--- config.mk ---
export PLATFORM = sky130hd
export DESIGN_NAME = pixel_frame_sequencer
export DESIGN_NICKNAME = d
export VERILOG_FILES = /design/src/rtl/pixel_pkg.sv /design/src/rtl/pixel_phase_counter.sv /design/src/rtl/pixel_frame_sequencer.sv
export SDC_FILE = /design/constraint.sdc
export NUM_CORES = 1
export LEC_CHECK = 0
export ABC_CLOCK_PERIOD_IN_PS = 5400
export CAP_MARGIN = 0
export CELL_PAD_IN_SITES_DETAIL_PLACEMENT = 0
export CELL_PAD_IN_SITES_GLOBAL_PLACEMENT = 1
export CORE_UTILIZATION = 23
export CTS_CLUSTER_SIZE = 30
export DETAILED_ROUTE_END_ITERATION = 8
export PLACE_DENSITY_LB_ADDON = 0.1
export SETUP_SLACK_MARGIN = 0.5
export SLEW_MARGIN = 20
export SYNTH_ARGS = -nofsm -noshare
export SYNTH_HDL_FRONTEND = slang
export SYNTH_SLANG_ARGS = --single-unit
--- constraint.sdc ---
create_clock -name SYSTEM_CLK -period 5.4 [get_ports SYSTEM_CLK]
set_input_delay 1.08 -clock SYSTEM_CLK [delete_from_list [all_inputs] [get_ports SYSTEM_CLK]]
set_output_delay 1.08 -clock SYSTEM_CLK [all_outputs]
set_load 0.01 [all_outputs]
--- src/rtl/pixel_pkg.sv ---
// Shared types and helpers for the pixel frame sequencer.
package pixel_pkg;

  localparam int unsigned ERASE_CYCLES_DEFAULT = 5;

  typedef enum logic [2:0] {
    ST_IDLE,
    ST_ERASE,
    ST_EXPOSE,
    ST_CONVERT,
    ST_READ,
    ST_DONE
  } state_e;

  // Registered 1-bit controls and status driven towards the pixel array.
  typedef struct packed {
    logic busy;
    logic frame_done;
    logic power_enable;
    logic write_enable;
    logic counter_reset;
    logic counter_clock;
    logic reset;
    logic erase;
    logic expose;
    logic read_reset;
    logic read_clk_in;
  } ctrl_t;

  function automatic int unsigned num_words(input int unsigned width,
                                            input int unsigned height,
                                            input int unsigned bus_pixels);
    return (width * height) / bus_pixels;
  endfunction

endpackage

--- src/rtl/pixel_phase_counter.sv ---
// Loadable down-counter with a registered zero flag; times the fixed-length frame phases.
module pixel_phase_counter #(
  parameter int unsigned W = 16
) (
  input  logic         clk_i,
  input  logic         rst_n_i,
  input  logic         load_i,
  input  logic         en_i,
  input  logic [W-1:0] load_val_i,
  output logic         zero_o
);

  logic [W-1:0] count_q, count_d;
  logic         zero_q;

  // Load wins over counting; the count parks at zero.
  always_comb begin
    count_d = count_q;
    if (load_i) begin
      count_d = load_val_i;
    end else if (en_i && (count_q != '0)) begin
      count_d = count_q - W'(1);
    end
  end

  always_ff @(posedge clk_i or negedge rst_n_i) begin
    if (!rst_n_i) begin
      count_q <= '0;
      zero_q  <= 1'b1;
    end else begin
      count_q <= count_d;
      zero_q  <= (count_d == '0);
    end
  end

  assign zero_o = zero_q;

endmodule

--- src/rtl/pixel_frame_sequencer.sv ---
// Pixel array frame sequencer: erase, expose, ramp conversion and word readout, one frame at a time.
module pixel_frame_sequencer
  import pixel_pkg::*;
#(
  parameter int unsigned WIDTH                  = 2,
  parameter int unsigned HEIGHT                 = 2,
  parameter int unsigned OUTPUT_BUS_PIXEL_WIDTH = 2,
  parameter int unsigned BIT_DEPTH              = 8,
  parameter int unsigned ERASE_CYCLES           = ERASE_CYCLES_DEFAULT
) (
  input  logic                 SYSTEM_CLK,
  input  logic                 SYSTEM_RESET,
  input  logic                 START,
  input  logic                 CONTINUOUS,
  input  logic                 ABORT,
  input  logic [15:0]          EXPOSURE_CYCLES,
  output logic                 POWER_ENABLE,
  output logic                 WRITE_ENABLE,
  output logic                 COUNTER_RESET,
  output logic                 COUNTER_CLOCK,
  output logic                 RESET,
  output logic                 ERASE,
  output logic                 EXPOSE,
  output logic                 READ_RESET,
  output logic                 READ_CLK_IN,
  output logic [BIT_DEPTH-1:0] RAMP_CODE,
  output logic                 BUSY,
  output logic                 FRAME_DONE,
  output logic [15:0]          FRAME_COUNT
);

  localparam int unsigned NUM_WORDS = num_words(WIDTH, HEIGHT, OUTPUT_BUS_PIXEL_WIDTH);
  localparam int unsigned READ_LOAD = 2 * NUM_WORDS;
  localparam int unsigned ERASE_W   = (ERASE_CYCLES > 1) ? $clog2(ERASE_CYCLES) : 1;
  localparam int unsigned READ_W    = $clog2(READ_LOAD + 1);
  localparam int unsigned BASE_W    = (ERASE_W > 16) ? ERASE_W : 16;
  localparam int unsigned CNT_W     = (READ_W > BASE_W) ? READ_W : BASE_W;

  localparam logic [CNT_W-1:0]     ERASE_LOAD = CNT_W'(ERASE_CYCLES - 1);
  localparam logic [CNT_W-1:0]     READ_VAL   = CNT_W'(READ_LOAD);
  localparam logic [BIT_DEPTH-1:0] RAMP_MAX   = '1;

  if ((WIDTH * HEIGHT) % OUTPUT_BUS_PIXEL_WIDTH != 0) begin : g_bus_check
    $error("pixel_frame_sequencer: WIDTH*HEIGHT must be a multiple of OUTPUT_BUS_PIXEL_WIDTH");
  end
  if (ERASE_CYCLES < 1) begin : g_erase_check
    $error("pixel_frame_sequencer: ERASE_CYCLES must be at least 1");
  end

  state_e               state_q, state_d;
  ctrl_t                ctrl_q, ctrl_d;
  logic [15:0]          exp_q, exp_d;
  logic [15:0]          frame_count_q, frame_count_d;
  logic [BIT_DEPTH-1:0] ramp_q, ramp_d;
  logic                 cnt_load;
  logic [CNT_W-1:0]     cnt_val;
  logic                 cnt_zero;

  pixel_phase_counter #(
    .W (CNT_W)
  ) u_phase_counter (
    .clk_i      (SYSTEM_CLK),
    .rst_n_i    (SYSTEM_RESET),
    .load_i     (cnt_load),
    .en_i       (1'b1),
    .load_val_i (cnt_val),
    .zero_o     (cnt_zero)
  );

  always_ff @(posedge SYSTEM_CLK or negedge SYSTEM_RESET) begin
    if (!SYSTEM_RESET) begin
      state_q       <= ST_IDLE;
      ctrl_q        <= '0;
      exp_q         <= '0;
      frame_count_q <= '0;
      ramp_q        <= '0;
    end else begin
      state_q       <= state_d;
      ctrl_q        <= ctrl_d;
      exp_q         <= exp_d;
      frame_count_q <= frame_count_d;
      ramp_q        <= ramp_d;
    end
  end

  // Next state, phase timer loads, and the outputs the next state will present.
  always_comb begin
    state_d       = state_q;
    exp_d         = exp_q;
    ramp_d        = '0;
    frame_count_d = frame_count_q;
    cnt_load      = 1'b0;
    cnt_val       = '0;
    ctrl_d        = '0;

    case (state_q)
      ST_IDLE: begin
        if (START) begin
          state_d  = ST_ERASE;
          exp_d    = EXPOSURE_CYCLES;
          cnt_load = 1'b1;
          cnt_val  = ERASE_LOAD;
        end
      end
      ST_ERASE: begin
        if (cnt_zero) begin
          state_d  = ST_EXPOSE;
          cnt_load = 1'b1;
          cnt_val  = (exp_q == '0) ? '0 : CNT_W'(exp_q - 16'd1);
        end
      end
      ST_EXPOSE: begin
        if (cnt_zero) begin
          state_d = ST_CONVERT;
        end
      end
      ST_CONVERT: begin
        // The counter-clock bit doubles as "ramp running"; it is low on the reset cycle.
        if (ctrl_q.counter_clock) begin
          if (ramp_q == RAMP_MAX) begin
            state_d  = ST_READ;
            cnt_load = 1'b1;
            cnt_val  = READ_VAL;
          end else begin
            ramp_d = ramp_q + BIT_DEPTH'(1);
          end
        end
      end
      ST_READ: begin
        if (cnt_zero) begin
          state_d = ST_DONE;
        end
      end
      ST_DONE: begin
        if (CONTINUOUS) begin
          state_d  = ST_ERASE;
          exp_d    = EXPOSURE_CYCLES;
          cnt_load = 1'b1;
          cnt_val  = ERASE_LOAD;
        end else begin
          state_d = ST_IDLE;
        end
      end
      default: state_d = ST_IDLE;
    endcase

    if (ABORT && (state_q != ST_IDLE)) begin
      state_d  = ST_IDLE;
      exp_d    = exp_q;
      ramp_d   = '0;
      cnt_load = 1'b0;
    end

    if (state_d == ST_DONE) begin
      frame_count_d = frame_count_q + 16'd1;
    end

    ctrl_d.busy          = (state_d != ST_IDLE);
    ctrl_d.frame_done    = (state_d == ST_DONE);
    ctrl_d.reset         = (state_d == ST_ERASE);
    ctrl_d.erase         = (state_d == ST_ERASE);
    ctrl_d.expose        = (state_d == ST_EXPOSE);
    ctrl_d.power_enable  = (state_d == ST_CONVERT);
    ctrl_d.write_enable  = (state_d == ST_CONVERT);
    ctrl_d.counter_reset = (state_d == ST_CONVERT) && (state_q != ST_CONVERT);
    ctrl_d.counter_clock = (state_d == ST_CONVERT) && (state_q == ST_CONVERT);
    ctrl_d.read_reset    = (state_d == ST_READ) && (state_q != ST_READ);
    ctrl_d.read_clk_in   = (state_d == ST_READ) && (state_q == ST_READ) && !ctrl_q.read_clk_in;
  end

  assign POWER_ENABLE  = ctrl_q.power_enable;
  assign WRITE_ENABLE  = ctrl_q.write_enable;
  assign COUNTER_RESET = ctrl_q.counter_reset;
  assign COUNTER_CLOCK = ctrl_q.counter_clock;
  assign RESET         = ctrl_q.reset;
  assign ERASE         = ctrl_q.erase;
  assign EXPOSE        = ctrl_q.expose;
  assign READ_RESET    = ctrl_q.read_reset;
  assign READ_CLK_IN   = ctrl_q.read_clk_in;
  assign BUSY          = ctrl_q.busy;
  assign FRAME_DONE    = ctrl_q.frame_done;
  assign RAMP_CODE     = ramp_q;
  assign FRAME_COUNT   = frame_count_q;

endmodule

==> flow_metrics.py, run 1 <==
metrics = {
    "synthesis": {
        "synth.largest_area_cell": "dfrtp_1",
        "synth-main-ff-cell": "dfrtp_1",
        "ys_seq_elements": 69,
        "yosys-top-cells-area": "dfrtp_1, xnor2_1, mux2_2, xor2_1, nor2_1",
        "synth_edf_count": 0,
        "synth_cell_types": 55,
        "syn_avg_cell_area_um2": 9.979,
        "synth_top_area_share": 0.4672,
        "yosys_warnings": 0,
        "synth_async_sr_flop_share": 1.000,
        "netlist_area_mm2": 0.003642,
        "syn_nets": 391,
        "ys_seq_area_frac": 0.4744,
        "synthCells": 365,
    },
    "placement": {
        "place_ws_ns": 1.747,
        "post-dp-hpwl_um": 6858,
        "dp_cells": 616,
        "port_buffers": 55,
        "globalplace.congestion": 0.7281,
    },
    "cells_and_area": {
        "syn2layout_area_growth_pct": 29.30,
        "mostFrequentLayoutCells": "dfrtp_1, clkdlybuf4s50_1, nor2_1, nand2_1, xnor2_1",
        "antennaDiodeCount": 0,
        "fin_nets": 442,
        "drive_gt1_frac": 0.1024,
        "fill_cells": 1603,
        "fin_cells": 631,
        "final_common_cell": "dfrtp_1",
    },
    "power": {
        "seqPwrFrac": 0.365,
        "power.density_mw_per_mm2": 477.3,
        "power.total_mw": 2.248,
        "swShare": 0.3602,
        "power.internal_mw": 1.438,
        "clkPwrFrac": 0.280,
        "power_frac_comb": 0.354,
        "peakVddDrop_uv": 137.6,
        "power_leakage_nw": 1.878,
        "p_sw_uw": 809.6,
    },
    "timing": {
        "finalCriticalPeriod_ns": 3.333,
        "finalCritPeriodShare": 0.6172,
        "fmax_mhz": 300.1,
        "tightest_slew_ns": 0.9927,
        "tns_ns": 0,
        "setup_viol": 0,
        "clock-skew-final_ns": 0.007431,
        "max_slew_margin": 0.3382,
        "setup_ws_ns": 2.067,
        "finalMaxSlewViolations": 0,
        "hold_viol": 0,
        "rsz0062_at_grt": "false",
    },
    "clocking": {
        "hold_buffers": 0,
        "cts_setup_buffers": 0,
        "clkTransAtPathRegs_ns": 0.06,
        "cts_root_buffer": "clkbuf_16",
        "cts_resized": 0,
        "clock_path_buffers": 2,
        "clock-sinks": 69,
        "cts_inserted_buffers": 9,
        "htree_levels": 3,
        "cts_tree": "done",
        "clk_latency_ns": 0.33,
    },
    "worst_setup_path": {
        "path_class": "input pin to flop",
        "rrSetupSlack_ns": 2.16,
        "path_cells": "clkdlybuf4s50_1, nand3b_1, o21ai_1, buf_4, nand2_2, o22ai_1, or4_1, a2111oi_2",
        "crit_fanout": 22,
        "worstSetupEndpointType": "flop",
        "start_kind": "input pin",
        "reg2regPathDepth": 7,
        "critPathArrivalTime_ns": 3.56,
        "worstReg2RegStart": "exp_q[4]",
        "cp_slowest_cell": "clkdlybuf4s50_1",
        "rr_endpoint": "u_phase_counter.zero_o",
        "crit_path_max_incr_delay_ns": 0.64,
        "cp_top_family": "simple AND/OR/NAND/NOR gates",
        "worst-path-buf-inv": 2,
        "cp.required_ns": 5.63,
    },
    "min_path": {
        "hold_start": "FRAME_COUNT[15]",
        "min_path_cells": 1,
        "hp-class": "flop to flop",
        "min_to": "FRAME_COUNT[15]",
    },
    "floorplan": {
        "rows": 45,
        "io_pins": 56,
        "core_mm2": 0.01531,
        "die_height_um": 127.8,
        "fp.dieW_um": 127.8,
        "dieArea_mm2": 0.01634,
        "start_util": 0.2378,
    },
    "global_routing": {
        "antenna_found_initial": 0,
        "grt_pass1_vias": 2900,
        "grt_pass1_wl_um": 15470,
        "grt_overflow": 0,
        "grt_usage": 0.1236,
        "grt_max_degree": 70,
    },
    "job": {
        "max-cap-violations": 0,
    },
    "detailed_routing": {
        "drcViolationCount": 0,
        "drt-vias-per-instance": 4.498,
        "firstDrtPassIters": 5,
        "vias": 2838,
        "wl_um": 9408,
        "ant_nets": 0,
        "routedWlPerCell_um": 14.91,
        "drt_iter0_markers": 78,
    },
    "status": {
        "status": "completed",
    },
}
## metal layers
layer / GRT usage / vias to the layer above / wire length [µm] / share of wire
li1: - / 1417 / - / -
met1: 0.1613 / 1364 / 4425 / 0.47
met2: 0.2011 / 48 / 4521 / 0.48
met3: 0.02838 / 9 / 342 / 0.036
met4: 0.04152 / 0 / 119 / 0.013
met5: 0 / - / 0 / 0
## power by group through the flow
stage / registers [mW] / clock network [mW] / logic, mW
2_1_floorplan: 0.760 / 0 / 0.616
5_1_grt: 0.850 / 0.668 / 0.895
6_report: 0.821 / 0.630 / 0.797
3_5_place_dp: 0.829 / 0 / 0.802
3_3_place_gp: 0.833 / 0 / 0.813
4_1_cts: 0.821 / 0.650 / 0.812
## area by class of cell
class / instances / area [µm²] / share of cell area
Tap cell: 211 / 264.0 / 0.05606
Inverter: 11 / 41.29 / 0.008767
Clock inverter: 5 / 75.07 / 0.01594
Multi-Input combinational cell: 269 / 1807 / 0.3836
Timing Repair Buffer: 56 / 555.5 / 0.1180
Sequential cell: 69 / 1728 / 0.3669
Clock buffer: 10 / 239.0 / 0.05074
## worst max path at each step
stage	start	end	slack [ns]	depth (start not counted)
floorplan	ABORT	u_phase_counter.zero_o	2.33	7
global placement	START	u_phase_counter.zero_o	1.78	8
detailed placement	ABORT	u_phase_counter.zero_o	1.75	8
CTS	ABORT	u_phase_counter.zero_o	2.07	8
global route	ABORT	u_phase_counter.zero_o	1.90	8
finish	ABORT	u_phase_counter.zero_o	2.07	8
## Yosys cell counts (2+ instances only)
cell type and count:
a21oi_1 11, a31oi_1 2, and2_1 4, and3_1 6
and3b_1 2, and4_1 2, buf_2 2, buf_4 2
clkbuf_1 12, dfrtp_1 68, ha_1 5, inv_1 10
mux2_2 15, mux2i_1 5, nand2_1 27, nand2b_1 6
nand3_1 13, nand4_1 11, nand4b_1 2, nor2_1 31
nor2b_1 4, nor3_1 16, nor3b_1 2, nor4_1 8
nor4b_1 2, nor4bb_1 2, o21ai_0 7, o22ai_1 16
o31a_1 2, or3_1 7, xnor2_1 25, xor2_1 15
## state kept, by name, indices dropped and copies added, names as in the netlist
| signal | flops |
|---|---|
| BUSY | 1 |
| READ_CLK_IN | 1 |
| EXPOSE | 1 |
| FRAME_DONE | 1 |
| ERASE | 1 |
| COUNTER_CLOCK | 1 |
| u_phase_counter.zero_o | 1 |
| FRAME_COUNT | 16 |
| READ_RESET | 1 |
| u_phase_counter.count_q | 16 |
| WRITE_ENABLE | 1 |
| RAMP_CODE | 8 |
| exp_q | 16 |
| state_q | 3 |
| COUNTER_RESET | 1 |
## kinds of logic (layout without fill, tap and decap cells)
group                      after synthesis  in the layout  share of synthesized area
xor gates and xnor gates                40             40                    0.09619
and+or+nand+nor                        153            153                     0.2260
DFF                                     69             69                     0.4744
adders and majority gates                5              5                    0.01718
buffers and inverters                   27             82                    0.03057
muxes                                   20             20                    0.06012
AOI/OAI and AO/OA                       51             51                    0.09550
## per-stage QoR
stage | hold WS, ns | util | area (µm²)
floorplan | 0.5032 | - | 3642
global placement | 0.4605 | 0.2870 | 4395
detailed placement | 0.4657 | 0.2870 | 4395
CTS | 0.4772 | 0.3075 | 4710
global route | 0.5017 | 0.3075 | 4710
finish | 0.4688 | 0.3075 | 4710
No activity file was read; power rests on OpenSTA's default activity.
==> inputs of run 2 (changes only) <==
--- a/config.mk
+++ b/config.mk
@@ -5,7 +5,7 @@
 export SDC_FILE = /design/constraint.sdc
 export NUM_CORES = 1
 export LEC_CHECK = 0
-export ABC_CLOCK_PERIOD_IN_PS = 5400
+export ABC_CLOCK_PERIOD_IN_PS = 2770
 export CAP_MARGIN = 0
 export CELL_PAD_IN_SITES_DETAIL_PLACEMENT = 0
 export CELL_PAD_IN_SITES_GLOBAL_PLACEMENT = 1
==> constraint.sdc (replaced) <==
create_clock -name SYSTEM_CLK -period 2.77 [get_ports SYSTEM_CLK]
set_input_delay 0.554 -clock SYSTEM_CLK [delete_from_list [all_inputs] [get_ports SYSTEM_CLK]]
set_output_delay 0.554 -clock SYSTEM_CLK [all_outputs]
set_load 0.01 [all_outputs]
==> run 2 against run 1 <==
The run now ends with negative setup slack left. Setup slack got worse by 2.1 ns. Register-to-register slack got worse by 2.2 ns. Combinational power increased to 2.6 times the previous value. Core utilization increased by 2.6 points. Global-route usage increased by 0.47 points. Clock-buffer cell count increased by 1. Largest cell class unchanged.
==> flow_metrics.py, run 2 (synthesis gave the netlist of run 1 again) <==
metrics = {
    "timing": {
        "fmax_mhz": 358.1,
        "max_slew_margin": 0.7009,
        "finalCriticalPeriod_ns": 2.793,
        "tns_ns": -0.02284,
        "finalMaxSlewViolations": 0,
        "tightest_slew_ns": 0.4454,
        "clock-skew-final_ns": 0.006472,
        "setup_viol": 1,
        "setup_ws_ns": -0.02284,
        "finalCritPeriodShare": 1.008,
        "hold_viol": 0,
        "rsz0062_at_grt": "true",
    },
    "floorplan": {
        "io_pins": 56,
        "fp.dieW_um": 127.8,
        "rows": 45,
        "dieArea_mm2": 0.01634,
        "start_util": 0.2378,
        "die_height_um": 127.8,
        "core_mm2": 0.01531,
    },
    "detailed_routing": {
        "drt-vias-per-instance": 4.399,
        "wl_um": 9805,
        "drt_iter0_markers": 63,
        "drcViolationCount": 0,
        "ant_nets": 0,
        "routedWlPerCell_um": 14.53,
        "vias": 2969,
        "firstDrtPassIters": 4,
    },
    "power": {
        "swShare": 0.3515,
        "p_sw_mw": 1.667,
        "power_frac_comb": 0.430,
        "clkPwrFrac": 0.255,
        "power.internal_mw": 3.075,
        "power_leakage_nw": 2.100,
        "power.density_mw_per_mm2": 929.0,
        "peakVddDrop_uv": 433.9,
        "seqPwrFrac": 0.315,
    },
    "clocking": {
        "clkTransAtPathRegs_ns": 0.06,
        "cts_root_buffer": "clkbuf_16",
        "hold_buffers": 0,
        "clock_path_buffers": 2,
        "cts_inserted_buffers": 9,
        "clock-sinks": 69,
        "cts_tree": "done",
        "clk_latency_ns": 0.33,
        "htree_levels": 3,
    },
    "global_routing": {
        "antenna_found_initial": 0,
        "grt_usage": 0.1283,
        "grt_max_degree": 70,
        "grt_pass1_wl_um": 16210,
        "grt_overflow": 0,
        "grt_pass1_vias": 3122,
    },
    "cells_and_area": {
        "final_common_cell": "dfrtp_1",
        "multi_input_area_mm2": 0.001854,
        "antennaDiodeCount": 0,
        "fill_cells": 1610,
        "seq_area_mm2": 0.001728,
        "drive_gt1_frac": 0.2026,
        "fin_nets": 485,
        "mostFrequentLayoutCells": "dfrtp_1, clkdlybuf4s50_1, buf_4, nor2_1, nand2_1",
        "fin_cells": 675,
        "syn2layout_area_growth_pct": 40.12,
    },
    "worst_setup_path": {
        "critPathArrivalTime_ns": 3.02,
        "rr_endpoint": "u_phase_counter.zero_o",
        "crit_fanout": 4,
        "path_class": "flop to flop",
        "rrSetupSlack_ns": -0.02,
        "worstReg2RegStart": "exp_q[6]",
        "startpoint": "exp_q[6]",
        "cp.required_ns": 2.99,
        "start_kind": "flop",
        "worstSetupEndpointType": "flop",
        "reg2regPathDepth": 7,
    },
    "placement": {
        "port_buffers": 55,
        "place_ws_ns": -0.2000,
        "globalplace.congestion": 0.7403,
        "dp_cells": 657,
        "post-dp-hpwl_um": 7385,
    },
    "job": {
        "max-cap-violations": 0,
    },
    "status": {
        "violations": "negative setup slack",
        "status": "finished, violations left",
    },
    "min_path": {
        "hp-class": "input pin to async pin",
    },
}
-- run 2: changes by cell type in the layout (fill, tap and decap cells not counted), moves of 2 or more --
cell and change:
buf_4 +39, o22ai_1 -5, o22ai_2 +5, buf_12 +2
clkbuf_1 +2
-- run 2: cell type report --
class	count	area share
clock inverter	5	0.01471
timing repair buffer	99	0.1780
multi-input combinational	269	0.3633
sequential	69	0.3386
tap	211	0.05173
clock buffer	11	0.04560
inverter	11	0.008090
-- run 2: power by group through the flow --
| stage | registers [mW] | logic, mW | clock network (mW) |
|---|---|---|---|
| after floorplan | 1.48 | 1.20 | 0 |
| after global placement | 1.51 | 2.04 | 0 |
| after detailed placement | 1.51 | 2.01 | 0 |
| after CTS | 1.50 | 2.06 | 1.24 |
| after global routing | 1.54 | 2.26 | 1.28 |
| final | 1.49 | 2.04 | 1.21 |
-- run 2: what timing repair did --
item,4_1_cts,5_1_grt
setup buffers,2,0
pin swaps,6,2
endpoints found under the hold margin,0,0
endpoints found under the setup margin,6,26
resized for setup,9,2
-- run 2: worst max path at each step --
stage / cells after the start / endpoint / slack (ns)
finish: 7 / u_phase_counter.zero_o / -0.02
global route: 7 / u_phase_counter.zero_o / -0.14
CTS: 7 / u_phase_counter.zero_o / -0.08
detailed placement: 8 / u_phase_counter.zero_o / -0.20
global placement: 8 / u_phase_counter.zero_o / -0.16
floorplan: 7 / u_phase_counter.zero_o / -0.03
-- run 2: per-stage QoR --
step	hold WS, ns	power, mW	util	instance area (µm²)
finish	0.2416	4.742	0.3333	5104
global route	0.2698	5.078	0.3333	5104
CTS	0.2579	4.799	0.3326	5094
detailed placement	0.4605	3.516	0.3086	4726
global placement	0.4625	3.552	0.3086	4726
floorplan	0.2584	2.683	-	3642
-- run 2: per-layer routing --
metal | track usage | wire length, µm | vias to the layer above
li1 | - | - | 1499
met1 | 0.1712 | 4839 | 1432
met2 | 0.2065 | 4587 | 29
met3 | 0.02755 | 261 | 9
met4 | 0.04152 | 116 | 0
met5 | 0 | 0 | -
-- run 2: critical path, stage by stage, from the launching register on --
cell	delay (ns)
dfrtp_1	0.37
or4_4	0.55
or3_4	0.38
o41a_1	0.40
a221oi_2	0.28
a21oi_2	0.08
or4_1	0.42
a2111oi_2	0.21
